<file path="config.mk">
export PLATFORM = sky130hd
export DESIGN_NAME = alu_share_arbiter
export DESIGN_NICKNAME = d
export VERILOG_FILES = /design/src/rtl/alu_share_arbiter.sv
export SDC_FILE = /design/constraint.sdc
export NUM_CORES = 1
export LEC_CHECK = 0
export CAP_MARGIN = 20
export CORE_AREA = 2 2 208 210
export CTS_BUF_LIST = sky130_fd_sc_hd__clkbuf_4 sky130_fd_sc_hd__clkbuf_8
export CTS_CLUSTER_DIAMETER = 60
export DETAILED_ROUTE_END_ITERATION = 10
export DIE_AREA = 0 0 210 212
export GPL_TIMING_DRIVEN = 0
export PLACE_DENSITY = 0.58
export SYNTH_ARGS = -nofsm -noshare
export SYNTH_HDL_FRONTEND = slang
export SYNTH_SLANG_ARGS = --single-unit
</file>
<file path="constraint.sdc">
create_clock -name clk -period 19.9 [get_ports clk]
set_input_delay 3.98 -clock clk [delete_from_list [all_inputs] [get_ports clk]]
set_output_delay 3.98 -clock clk [all_outputs]
set_load 0.01 [all_outputs]
</file>
<file path="src/rtl/alu_share_arbiter.sv">
// -----------------------------------------------------------------------------
// alu_share_arbiter
//   Round-robin arbiter/sequencer in front of the single shared 64-bit ALU.
//   Two clients issue (a, b, ctrl) over valid/ready; the granted operation is
//   registered onto the ALU inputs, the ALU result/zero flag are captured one
//   cycle later and returned with the requester ID over a valid/ready response.
//
// Ports
//   clk, reset                  clock, asynchronous active-high reset
//   reqX_valid / reqX_ready     request handshake for client X (0, 1)
//   reqX_a, reqX_b, reqX_ctrl   operands and ALU control code for client X
//   alu_a, alu_b, alu_ctrl      registered operands/control to the ALU
//   alu_result, alu_zero        combinational ALU outputs
//   rsp_valid / rsp_ready       response handshake
//   rsp_id, rsp_result, rsp_zero  registered response payload
//   busy                        high whenever an operation is in flight
// -----------------------------------------------------------------------------
module alu_share_arbiter #(
    parameter int N = 63
) (
    input  logic         clk,
    input  logic         reset,
    input  logic         req0_valid,
    output logic         req0_ready,
    input  logic [N:0]   req0_a,
    input  logic [N:0]   req0_b,
    input  logic [3:0]   req0_ctrl,
    input  logic         req1_valid,
    output logic         req1_ready,
    input  logic [N:0]   req1_a,
    input  logic [N:0]   req1_b,
    input  logic [3:0]   req1_ctrl,
    output logic [N:0]   alu_a,
    output logic [N:0]   alu_b,
    output logic [3:0]   alu_ctrl,
    input  logic [N:0]   alu_result,
    input  logic         alu_zero,
    output logic         rsp_valid,
    input  logic         rsp_ready,
    output logic         rsp_id,
    output logic [N:0]   rsp_result,
    output logic         rsp_zero,
    output logic         busy
);

    localparam logic [1:0] IDLE = 2'd0;
    localparam logic [1:0] EXEC = 2'd1;
    localparam logic [1:0] RESP = 2'd2;

    logic [1:0] state_q, state_d;
    logic       last_q;
    logic       id_q;
    logic [N:0] a_q, b_q, res_q;
    logic [3:0] ctrl_q;
    logic       zero_q;

    logic any_valid;
    logic grant;
    logic accept;

    // Grant depends only on state, valids and last_grant: a lone requester
    // wins outright, contention goes to whoever was not served last.
    always_comb begin
        any_valid  = req0_valid | req1_valid;
        grant      = (req0_valid && req1_valid) ? ~last_q : req1_valid;
        accept     = (state_q == IDLE) && any_valid;
        req0_ready = accept & ~grant;
        req1_ready = accept &  grant;
    end

    always_comb begin
        state_d = state_q;
        case (state_q)
            IDLE:    if (any_valid) state_d = EXEC;
            EXEC:    state_d = RESP;
            RESP:    if (rsp_ready) state_d = IDLE;
            default: state_d = IDLE;
        endcase
    end

    always_ff @(posedge clk or posedge reset) begin
        if (reset) begin
            state_q <= IDLE;
            last_q  <= 1'b1;   // requester 0 wins the first contention
            id_q    <= 1'b0;
            a_q     <= '0;
            b_q     <= '0;
            ctrl_q  <= 4'b0000;
            res_q   <= '0;
            zero_q  <= 1'b0;
        end else begin
            state_q <= state_d;
            if (accept) begin
                last_q <= grant;
                id_q   <= grant;
                a_q    <= grant ? req1_a    : req0_a;
                b_q    <= grant ? req1_b    : req0_b;
                ctrl_q <= grant ? req1_ctrl : req0_ctrl;
            end
            // ALU has had a full cycle to settle on the registered operands.
            if (state_q == EXEC) begin
                res_q  <= alu_result;
                zero_q <= alu_zero;
            end
        end
    end

    assign alu_a      = a_q;
    assign alu_b      = b_q;
    assign alu_ctrl   = ctrl_q;
    assign rsp_valid  = (state_q == RESP);
    assign rsp_id     = id_q;
    assign rsp_result = res_q;
    assign rsp_zero   = zero_q;
    assign busy       = (state_q != IDLE);

endmodule

</file>
After elaboration in Yosys (flattened, before gate mapping)
Index checks and enable logic that the tools add are counted.
Operators by class
  divide/modulo/power cells: 0
  multiplexer cells: 7
  shift operators: 0
  multipliers: 0
  $add $sub $neg: 0
  magnitude comparators: 0
  reduce and logical (&&, ||, !) cells: 5
  equality and inequality tests: 4
  bitwise operators: 5
Operators with widths (number)
  2-to-1 mux 64 bit: 2
  case mux 2 bit (3 select lines): 1
  2-to-1 mux 2 bit: 2
  2-to-1 mux 4 bit: 1
  bitwise AND 1 bit: 2
  == test 2 x 1 -> 1 bit (second input constant): 1
  == test 2 bit (second input constant): 1
  logical AND 1 bit: 2
  zero test 2 bit: 1
  != test 2 x 1 -> 1 bit (second input constant): 1
  != test 2 bit (second input constant): 1
  inverter 1 bit: 2
  AND reduction 2 bit: 1
  nonzero test 2 bit: 1
  2-to-1 mux 1 bit: 1
  OR 1 bit: 1
Word-level totals
  memory bits (writable): 0
  word-level logic and storage cells: 29
  latch bits: 0
  ROM bits: 0
  output and inout bits: 202
  memories: 0
  flip-flop bits (word level): 201
  input port bits: 334

Longest topological paths before layout
Gate-level depths: netlist (run 1).
  depth in word-level cells: 4
  mapped depth: 7
  mapped depth without buffers: 4

Least setup slack after synthesis (run 1)
No wires, ideal clock.
  path kind: input to output
  start: input req1_valid
  end: output req0_ready
  setup slack: 11.413 ns
  path buffers: 1
  required time: 15.920 ns
  stages on the path: 3
  arrival time: 4.507 ns
  cell sequence: nand2b_1 -> and3_1 -> clkbuf_1
Between the ends
  longest elaborated chain between the ends: 4
  elaborated cells on any way between the ends: 6
  those cells by class: mux (1); bitwise (3); reduce/logical (2)
Ends and longest elaborated chain
  start: declaration: line 28  | input logic req1_valid,
  logical AND 1 bit: line 65  | grant = (req0_valid && req1_valid) ? ~last_q : req1_valid;
  2-to-1 mux 1 bit: line 65
  inverter 1 bit: line 67  | req0_ready = accept & ~grant;
  bitwise AND 1 bit (*): line 67
  end: declaration: line 24  | output logic req0_ready,
Mark *: on every way between the ends. The rest lies on a longest branch, timed or not.

Worst setup path in the final report (run 1)
  start: input req0_valid
  end: output req0_ready
Between the ends
  longest elaborated chain between the ends: 4
  elaborated cells on any way between the ends: 6
  those cells by class: mux (1); bitwise (3); reduce/logical (2)
Ends and longest elaborated chain
  start: declaration: line 23  | input logic req0_valid,
  logical AND 1 bit: line 65
  2-to-1 mux 1 bit: line 65
  inverter 1 bit: line 67
  bitwise AND 1 bit (*): line 67
Marked as above.

==> run_results.csv, run 1 <==
group,metric,value,unit
status,outcome,"finished clean",
floorplan,core-area,0.0425,mm^2
routing,met3_length,2690,um
layout,syn2layout_area_growth,83.8,%
power,p_total,2.39,mW
clocking,ctsResizeCount,0,
sta,rsz0062_at_grt,"no",
clocking,clk_pin_slew,0.05,ns
routing,wire_per_inst,20.7,um
critical_path,end_kind,"primary output",
floorplan,num_rows,76,
critical_path,r2r_start,"state_q[0]",
yosys,syn_area_per_cell,12.4,um^2
critical_path,cp_max_fo,10,
sta,finalMaxSlewViolations,0,
sta,setup_ws,9.73,ns
critical_path,path_cells,"clkdlybuf4s50_1 > and3_1 > clkbuf_1 > clkdlybuf4s50_1",
clocking,cts_buffers,41,
place,hpwl,29300,um
clocking,htreeDepth,2,
clocking,clk_path_buf_depth,3,
routing,wl_met1,15800,um
sta,hold_ws,0.501,ns
sta,setup_viol,0,
critical_path,r2r-end,"alu_b[15]",
critical_path,critPathLaunchType,"input port",
routing,wl_met2,18600,um
yosys,synth_top_area_share,59.6,%
critical_path,cp.buffers_inverters,3,
place,gp_congestion,0.868,
grt,grt_antenna_before_repair,3,
worst_hold_path,min_path_cells,1,
yosys,ys.warnings.count,0,
critical_path,cpPeakStageDelay,0.76,ns
power,p_leak,6.66,nW
yosys,ys_ff_latch,201,
place,placed_cell_area,0.0145,mm^2
worst_hold_path,min_from,"rsp_result[28]",
critical_path,critical_path_class,"in -> out",
critical_path,reg2reg_slack,17.75,ns
layout,final_cell_area,0.0154,mm^2
grt,grt_max_degree,119,
sta,hold_violations,0,
grt,grt_pass1_vias,8707,
sta,max_slew_margin,33.0,%
floorplan,dieWidth,210,um
worst_hold_path,holdPathEnd,"rsp_result[28]",
critical_path,cp_top_family,"buffers and inverters",
grt,overflow,0,
routing,drt-pass1-iter-count,7,
clocking,cts-root-buf,"clkbuf_8",
yosys,yosysSeqAreaShare,59.9,%
layout,final_common_cell,"clkdlybuf4s50_1",
clocking,holdBufCountCts,0,
clocking,post_cts_buffers,0,
place,place_ws,9.77,ns
layout,fin_nets,1590,
yosys,yosys.cell_types.count,22,
sta,period_minus_slack,10.17,ns
critical_path,crit_arrival,6.19,ns
routing,via_count,8210,
sta,fmaxAchievable,0.0984,GHz
sta,worstMarginPinSlew,1.00,ns
yosys,synth_top_area_cell,"dfrtp_1",
critical_path,worst_path_most_repeated_cell,"clkdlybuf4s50_1",
critical_path,critPathSlowestCell,"clkbuf_1",
routing,drc,0,
sta,finalClockSkew,0.0143,ns
yosys,synth_area_leaders,"dfrtp_1 60%, a221o_1 12%, mux2_2 8.7%",
grt,grt_pass1_wl,55300,um
place,place.port_buffers,535,
power,peakVddDrop,0.0000604,V
routing,avgViaCountPerCell,4.47,
routing,ant_nets,0,
yosys,synthCells,676,
yosys,syn_nets,1010,
worst_hold_path,hold_class,"reg -> reg",
clocking,insertion_delay,0.58,ns
grt,track_usage,16.6,%
power,power.density,155,mW/mm^2
floorplan,start_util,19.8,%
layout,drive_above_1_share,14.3,%
floorplan,pin_count,536,
floorplan,die_y,212,um
critical_path,worstRegToRegCells,4,
sta,tns,0,ns
routing,highest_layer,"met5",
clocking,cts_tree,"yes",
clocking,cts.sinks,201,
routing,drt_iter0_drc,524,
routing,wirelength,38100,um
run,cap_viol_max_count,0,
critical_path,cp.required,15.92,ns
floorplan,dieArea,0.0445,mm^2
sta,fin_crit_sh,51.1,%
yosys,netlist_area,0.00840,mm^2
layout,mostFrequentLayoutCells,"535 x clkdlybuf4s50_1, 200 x dfrtp_1, 102 x and3_1",
-- logic make-up after synthesis --
family                 Yosys count  synth area share (%)
AOI/OAI and AO/OA              168                  16.7
buffers and inverters           71                  3.81
DFF                            201                  59.9
muxes                           65                  8.71
and+or+nand+nor                171                  10.9
-- synthesized netlist by cell type, drive strengths merged --
master  count
o21ai       1
nand2      63
clkbuf     30
nor2        2
a221o     101
dfstp       1
mux2       65
a21oi      31
buf        37
a31oi      31
and3      102
dfrtp     200
a21boi      1
nand2b      3
a21bo       1
a21o        2
inv         4
or2         1
-- how the worst max path moves through the flow --
stage	start	to	depth (start not counted)
2_1_floorplan	reset	alu_a[0]	1
3_3_place_gp	reset	alu_b[10]	2
3_5_place_dp	req0_valid	req0_ready	4
4_1_cts	req0_valid	req0_ready	4
5_1_grt	req0_valid	req0_ready	4
6_report	req0_valid	req0_ready	4
-- metal layers --
layer,vias up,GRT usage (%)
met5,-,0
met4,2,5.26
met3,60,4.65
met2,338,28.0
met1,4063,20.5
li1,3747,-
-- state kept, by name, indices dropped and copies added (netlist names) --
name,count
rsp_id,1
alu_a,64
rsp_result,64
rsp_zero,1
alu_b,64
alu_ctrl,4
state_q,2
last_q,1
-- area by class of cell --
cell class | instances | area, um^2
Fill cell | 4212 | 27100
Timing Repair Buffer | 537 | 5410
Sequential cell | 201 | 5030
Multi-Input combinational cell | 404 | 3050
Clock buffer | 70 | 888
Tap cell | 546 | 683
Buffer | 67 | 305
Clock inverter | 3 | 45.0
Inverter | 4 | 22.5
Antenna cell | 4 | 10.0
-- power by group --
| group | total [mW] | internal (mW) | switching (mW) |
|---|---|---|---|
| Sequential | 0.739 | 0.617 | 0.122 |
| Combinational | 1.16 | 0.645 | 0.516 |
| Clock | 0.486 | 0.292 | 0.194 |
| Total | 2.39 | 1.56 | 0.832 |
-- metrics by stage --
stage,utilization [%],cells
2_1_floorplan,-,676
3_3_place_gp,34.0,1757
3_5_place_dp,34.1,1759
4_1_cts,36.3,1832
5_1_grt,36.3,1833
6_report,36.3,1836
(Power assumes the default switching activity.)
==> run 2, diff against run 1 <==
--- a/config.mk
+++ b/config.mk
@@ -6,11 +6,11 @@
 export NUM_CORES = 1
 export LEC_CHECK = 0
 export CAP_MARGIN = 20
-export CORE_AREA = 2 2 208 210
+export CORE_AREA = 2 2 209 211
 export CTS_BUF_LIST = sky130_fd_sc_hd__clkbuf_4 sky130_fd_sc_hd__clkbuf_8
 export CTS_CLUSTER_DIAMETER = 60
 export DETAILED_ROUTE_END_ITERATION = 10
-export DIE_AREA = 0 0 210 212
+export DIE_AREA = 0 0 211 213
 export GPL_TIMING_DRIVEN = 0
 export PLACE_DENSITY = 0.58
 export SYNTH_ARGS = -nofsm -noshare
==> constraint.sdc (replaced) <==
create_clock -name clk -period 10.6 [get_ports clk]
set_input_delay 2.12 -clock clk [delete_from_list [all_inputs] [get_ports clk]]
set_output_delay 2.12 -clock clk [all_outputs]
set_load 0.01 [all_outputs]
==> run_results.csv, run 2 (same netlist as run 1, synthesis figures left out) <==
group,metric,value,unit
routing,wire_per_inst,20.9,um
routing,via_count,8122,
clocking,cts_buffers,40,
sta,hold_violations,0,
floorplan,die_y,213,um
place,place_ws,3.99,ns
sta,fmaxAchievable,0.156,GHz
power,peakVddDrop,0.0000983,V
clocking,clk_path_buf_depth,3,
sta,setup_viol,0,
place,place.port_buffers,535,
grt,grt_antenna_before_repair,2,
layout,mostFrequentLayoutCells,"535 x clkdlybuf4s50_1, 200 x dfrtp_1, 102 x and3_1",
grt,grt_max_degree,106,
status,outcome,"finished clean",
routing,wirelength,38100,um
grt,grt_pass1_wl,54500,um
routing,drt-pass1-iter-count,6,
critical_path,end_kind,"primary output",
sta,finalMaxSlewViolations,0,
floorplan,dieArea,0.0449,mm^2
critical_path,cpPeakStageDelay,0.71,ns
power,p_total,4.36,mW
critical_path,critical_path_class,"in -> out",
clocking,cts.sinks,201,
clocking,cts-root-buf,"clkbuf_8",
layout,finalNonFillerCells,1824,
critical_path,worst_path_most_repeated_cell,"clkdlybuf4s50_1",
floorplan,core-area,0.0427,mm^2
floorplan,num_rows,76,
critical_path,reg2reg_slack,8.46,ns
power,power.density,286,mW/mm^2
grt,grt_pass1_vias,8438,
clocking,insertion_delay,0.57,ns
run,cap_viol_max_count,0,
layout,fin_nets,1588,
sta,rsz0062_at_grt,"no",
critical_path,path_cells,"clkdlybuf4s50_1 > and3_1 > clkbuf_1 > clkdlybuf4s50_1",
critical_path,critPathLaunchType,"input port",
layout,final_common_cell,"clkdlybuf4s50_1",
grt,overflow,0,
sta,fin_crit_sh,60.5,%
critical_path,cp.buffers_inverters,3,
floorplan,start_util,19.7,%
sta,max_slew_margin,40.1,%
power,p_leak,6.57,nW
sta,hold_ws,0.484,ns
sta,setup_ws,4.18,ns
worst_hold_path,hold_class,"reg -> reg",
clocking,post_cts_buffers,0,
routing,ant_nets,0,
place,gp_congestion,0.855,
critical_path,cp_top_family,"buffers and inverters",
place,dp_cells,1758,
clocking,ctsResizeCount,0,
critical_path,crit_arrival,4.30,ns
critical_path,cp.required,8.48,ns
sta,period_minus_slack,6.42,ns
routing,avgViaCountPerCell,4.45,
clocking,holdBufCountCts,0,
place,hpwl,29200,um
grt,track_usage,16.3,%
sta,worstMarginPinSlew,0.898,ns
critical_path,cp_max_fo,10,
layout,drive_above_1_share,13.8,%
layout,diodes,0,
floorplan,pin_count,536,
routing,drt_iter0_drc,484,
critical_path,critPathSlowestCell,"clkdlybuf4s50_1",
layout,syn2layout_area_growth,81.5,%
clocking,htreeDepth,2,
sta,finalClockSkew,0.0255,ns
floorplan,dieWidth,211,um
clocking,clk_pin_slew,0.05,ns
clocking,cts_tree,"yes",
routing,drc,0,
## run 2: cell count changes in the layout (fill, tap and decap cells not counted)
cell / change
bufinv_16: -1
clkbuf_4: +6
diode_2: -4
clkbuf_8: -13
clkinv_2: +1
buf_16: -1
## run 2: routing by layer
layer | routed length, um | track usage (%)
met1 | 15600 | 19.9
met2 | 18700 | 27.3
met3 | 2740 | 4.74
met4 | 1050 | 5.63
met5 | 13 | 0
## run 2: metrics by stage
stage          area (um^2)  setup TNS (ns)  util (%)
3_3_place_gp         14400          -50.97      33.8
5_1_grt              15200               0      35.7
6_report             15200               0      35.7
2_1_floorplan         8400               0         -
3_5_place_dp         14500               0      33.9
4_1_cts              15200               0      35.7
## run 2: final timing paths
path,cells past startpoint,startpoint,endpoint
hold / removal,1,rsp_id,rsp_id
setup / recovery,4,req0_valid,req0_ready
setup reg to reg,4,state_q[0],alu_b[15]
min in group asynchronous,2,reset,alu_a[51]
max in group asynchronous,3,reset,alu_a[2]
hold reg to reg,1,rsp_id,rsp_id
## run 2: final cells by class
class / instances / area (um^2)
Buffer: 67 / 305
Clock buffer: 63 / 754
Clock inverter: 3 / 20.0
Fill cell: 4319 / 27400
Inverter: 4 / 22.5
Multi-Input combinational cell: 404 / 3050
Sequential cell: 201 / 5030
Tap cell: 546 / 683
Timing Repair Buffer: 536 / 5380
## run 2: power breakdown
| part | switching [mW] | leakage, nW | internal (mW) |
|---|---|---|---|
| combinational | 0.972 | 3.76 | 1.21 |
| clock | 0.347 | 0.411 | 0.447 |
| sequential | 0.221 | 2.40 | 1.16 |
| total | 1.54 | 6.57 | 2.82 |
==> run 3, diff against run 2 <==
--- a/config.mk
+++ b/config.mk
@@ -12,7 +12,7 @@
 export DETAILED_ROUTE_END_ITERATION = 10
 export DIE_AREA = 0 0 211 213
 export GPL_TIMING_DRIVEN = 0
-export PLACE_DENSITY = 0.58
+export PLACE_DENSITY = 0.59
 export SYNTH_ARGS = -nofsm -noshare
 export SYNTH_HDL_FRONTEND = slang
 export SYNTH_SLANG_ARGS = --single-unit
==> constraint.sdc (replaced) <==
create_clock -name clk -period 5.2 [get_ports clk]
set_input_delay 1.04 -clock clk [delete_from_list [all_inputs] [get_ports clk]]
set_output_delay 1.04 -clock clk [all_outputs]
set_load 0.01 [all_outputs]
==> run_results.csv, run 3 (same netlist as run 1, synthesis figures left out) <==
group,metric,value,unit
status,outcome,"finished clean",
clocking,post_cts_buffers,0,
power,power.density,587,mW/mm^2
place,gp_congestion,0.887,
sta,tns,0,ns
power,power_frac_comb,49.0,%
routing,drc,0,
critical_path,cp.required,4.16,ns
critical_path,cp.buffers_inverters,3,
critical_path,cp_top_family,"buffers and inverters",
worst_hold_path,hold_class,"reg -> reg",
critical_path,critical_path_class,"in -> out",
sta,fmaxAchievable,0.231,GHz
routing,via_count,8190,
power,p_sw,3.19,mW
floorplan,pin_count,536,
sta,period_minus_slack,4.33,ns
sta,max_slew_margin,34.4,%
run,cap_viol_max_count,0,
floorplan,core-area,0.0427,mm^2
layout,fillers,4267,
layout,drive_above_1_share,14.7,%
critical_path,crit_arrival,3.29,ns
power,p_clk_share,19.8,%
floorplan,die_y,213,um
layout,regArea,0.00503,mm^2
clocking,ctsResizeCount,0,
layout,finalNonFillerCells,1839,
place,place.port_buffers,535,
power,power_frac_seq,31.2,%
floorplan,num_rows,76,
worst_hold_path,holdPathEnd,"rsp_id",
grt,grt_pass1_vias,8765,
layout,syn2layout_area_growth,83.9,%
sta,worstMarginPinSlew,0.983,ns
layout,multi_input_area,0.00305,mm^2
clocking,clk_pin_slew,0.05,ns
critical_path,r2r-end,"alu_b[13]",
sta,rsz0062_at_grt,"no",
critical_path,path_cells,"clkdlybuf4s50_1 > and3_1 > clkbuf_1 > clkdlybuf4s50_1",
sta,hold_violations,0,
sta,setup_viol,0,
routing,drt-pass1-iter-count,6,
routing,wirelength,38100,um
clocking,cts_tree,"yes",
sta,finalMaxSlewViolations,0,
clocking,cts.sinks,201,
critical_path,worst_path_most_repeated_cell,"clkdlybuf4s50_1",
layout,fin_nets,1594,
power,switching_share,35.2,%
critical_path,r2r_start,"state_q[0]",
critical_path,reg2reg_slack,3.08,ns
clocking,cts-root-buf,"clkbuf_8",
power,p_leak,6.66,nW
grt,grt_max_degree,39,
critical_path,end_kind,"primary output",
routing,wire_per_inst,20.7,um
critical_path,critPathLaunchType,"input port",
worst_hold_path,min_from,"rsp_id",
sta,finalClockSkew,0.0151,ns
clocking,htreeDepth,2,
clocking,insertion_delay,0.58,ns
floorplan,dieArea,0.0449,mm^2
routing,drt_iter0_drc,559,
critical_path,cpPeakStageDelay,0.74,ns
layout,final_cell_area,0.0154,mm^2
floorplan,start_util,19.7,%
grt,overflow,0,
layout,final_core_util,36.2,%
clocking,cts_buffers,42,
place,dp_cells,1762,
layout,mostFrequentLayoutCells,"535 x clkdlybuf4s50_1, 200 x dfrtp_1, 102 x and3_1",
clocking,clk_path_buf_depth,3,
place,hpwl,29300,um
worst_hold_path,min_path_cells,1,
power,peakVddDrop,0.000199,V
place,placed_cell_area,0.0145,mm^2
floorplan,dieWidth,211,um
grt,grt_pass1_wl,55300,um
grt,track_usage,16.4,%
routing,ant_nets,0,
critical_path,cp_max_fo,10,
critical_path,critPathSlowestCell,"clkbuf_1",
layout,final_common_cell,"clkdlybuf4s50_1",
critical_path,worstRegToRegCells,4,
sta,fin_crit_sh,83.2,%
grt,grt_antenna_before_repair,4,
clocking,holdBufCountCts,0,
routing,avgViaCountPerCell,4.45,
power,internal_power,5.88,mW
run 3: cell count changes in the layout (fill, tap and decap cells not counted):
cell        previous run  this run
inv_8                  1         0
clkbuf_8              45        54
clkbuf_4              18        16
clkinv_2               1         3
buf_12                 0         5
clkinvlp_4             2         4
buf_16                 1         0
diode_2                0         1
run 3: worst max-delay path by stage:
stage	startpoint	endpoint	slack (ns)	cells past startpoint
2_1_floorplan	reset	alu_a[0]	1.56	1
3_3_place_gp	reset	alu_a[31]	-0.32	2
3_5_place_dp	req0_valid	req0_ready	0.88	4
4_1_cts	req0_valid	req0_ready	0.88	4
5_1_grt	req0_valid	req0_ready	0.78	4
6_report	req0_valid	req0_ready	0.87	4
run 3: worst reg2reg max path, delay by kind of cell, from the launching register on:
kind / cells / cell delay [ns]
compound gates: 1 / 0.31
buf+inv: 1 / 0.74
flops: 1 / 0.41
simple gates: 2 / 0.60
run 3: power by group through the flow:
stage	Sequential [mW]	Combinational, mW	Clock (mW)
after floorplan	3.13	1.60	0
after global placement	2.82	4.46	0
after detailed placement	2.83	4.49	0
after CTS	2.83	4.52	1.86
after global routing	2.92	4.76	1.95
final	2.83	4.44	1.80
run 3: per-layer routing:
metal	vias to the layer above	global-route usage, %	routed length [um]
met2	321	27.5	18600
met4	4	5.42	977
li1	3753	-	-
met3	65	4.63	2740
met1	4047	20.2	15800
met5	-	0	28
run 3: layout make-up:
cell class,instances,area share [%]
clock inverters,6,0.243
multi-input cells,404,19.7
repair buffers,540,35.3
well taps,546,4.42
flip-flops and latches,201,32.6
inverters,4,0.121
plain buffers,67,1.98
diodes,1,0.0162
clock buffers,70,5.59
run 3: stage by stage:
| step | worst slack [ns] | power, mW | hold WS [ns] |
|---|---|---|---|
| finish | 0.873 | 9.07 | 0.484 |
| global route | 0.783 | 9.62 | 0.517 |
| CTS | 0.877 | 9.21 | 0.482 |
| detailed placement | 0.877 | 7.33 | 0.470 |
| global placement | -0.325 | 7.27 | 0.467 |
| floorplan | 1.56 | 4.73 | 0.513 |
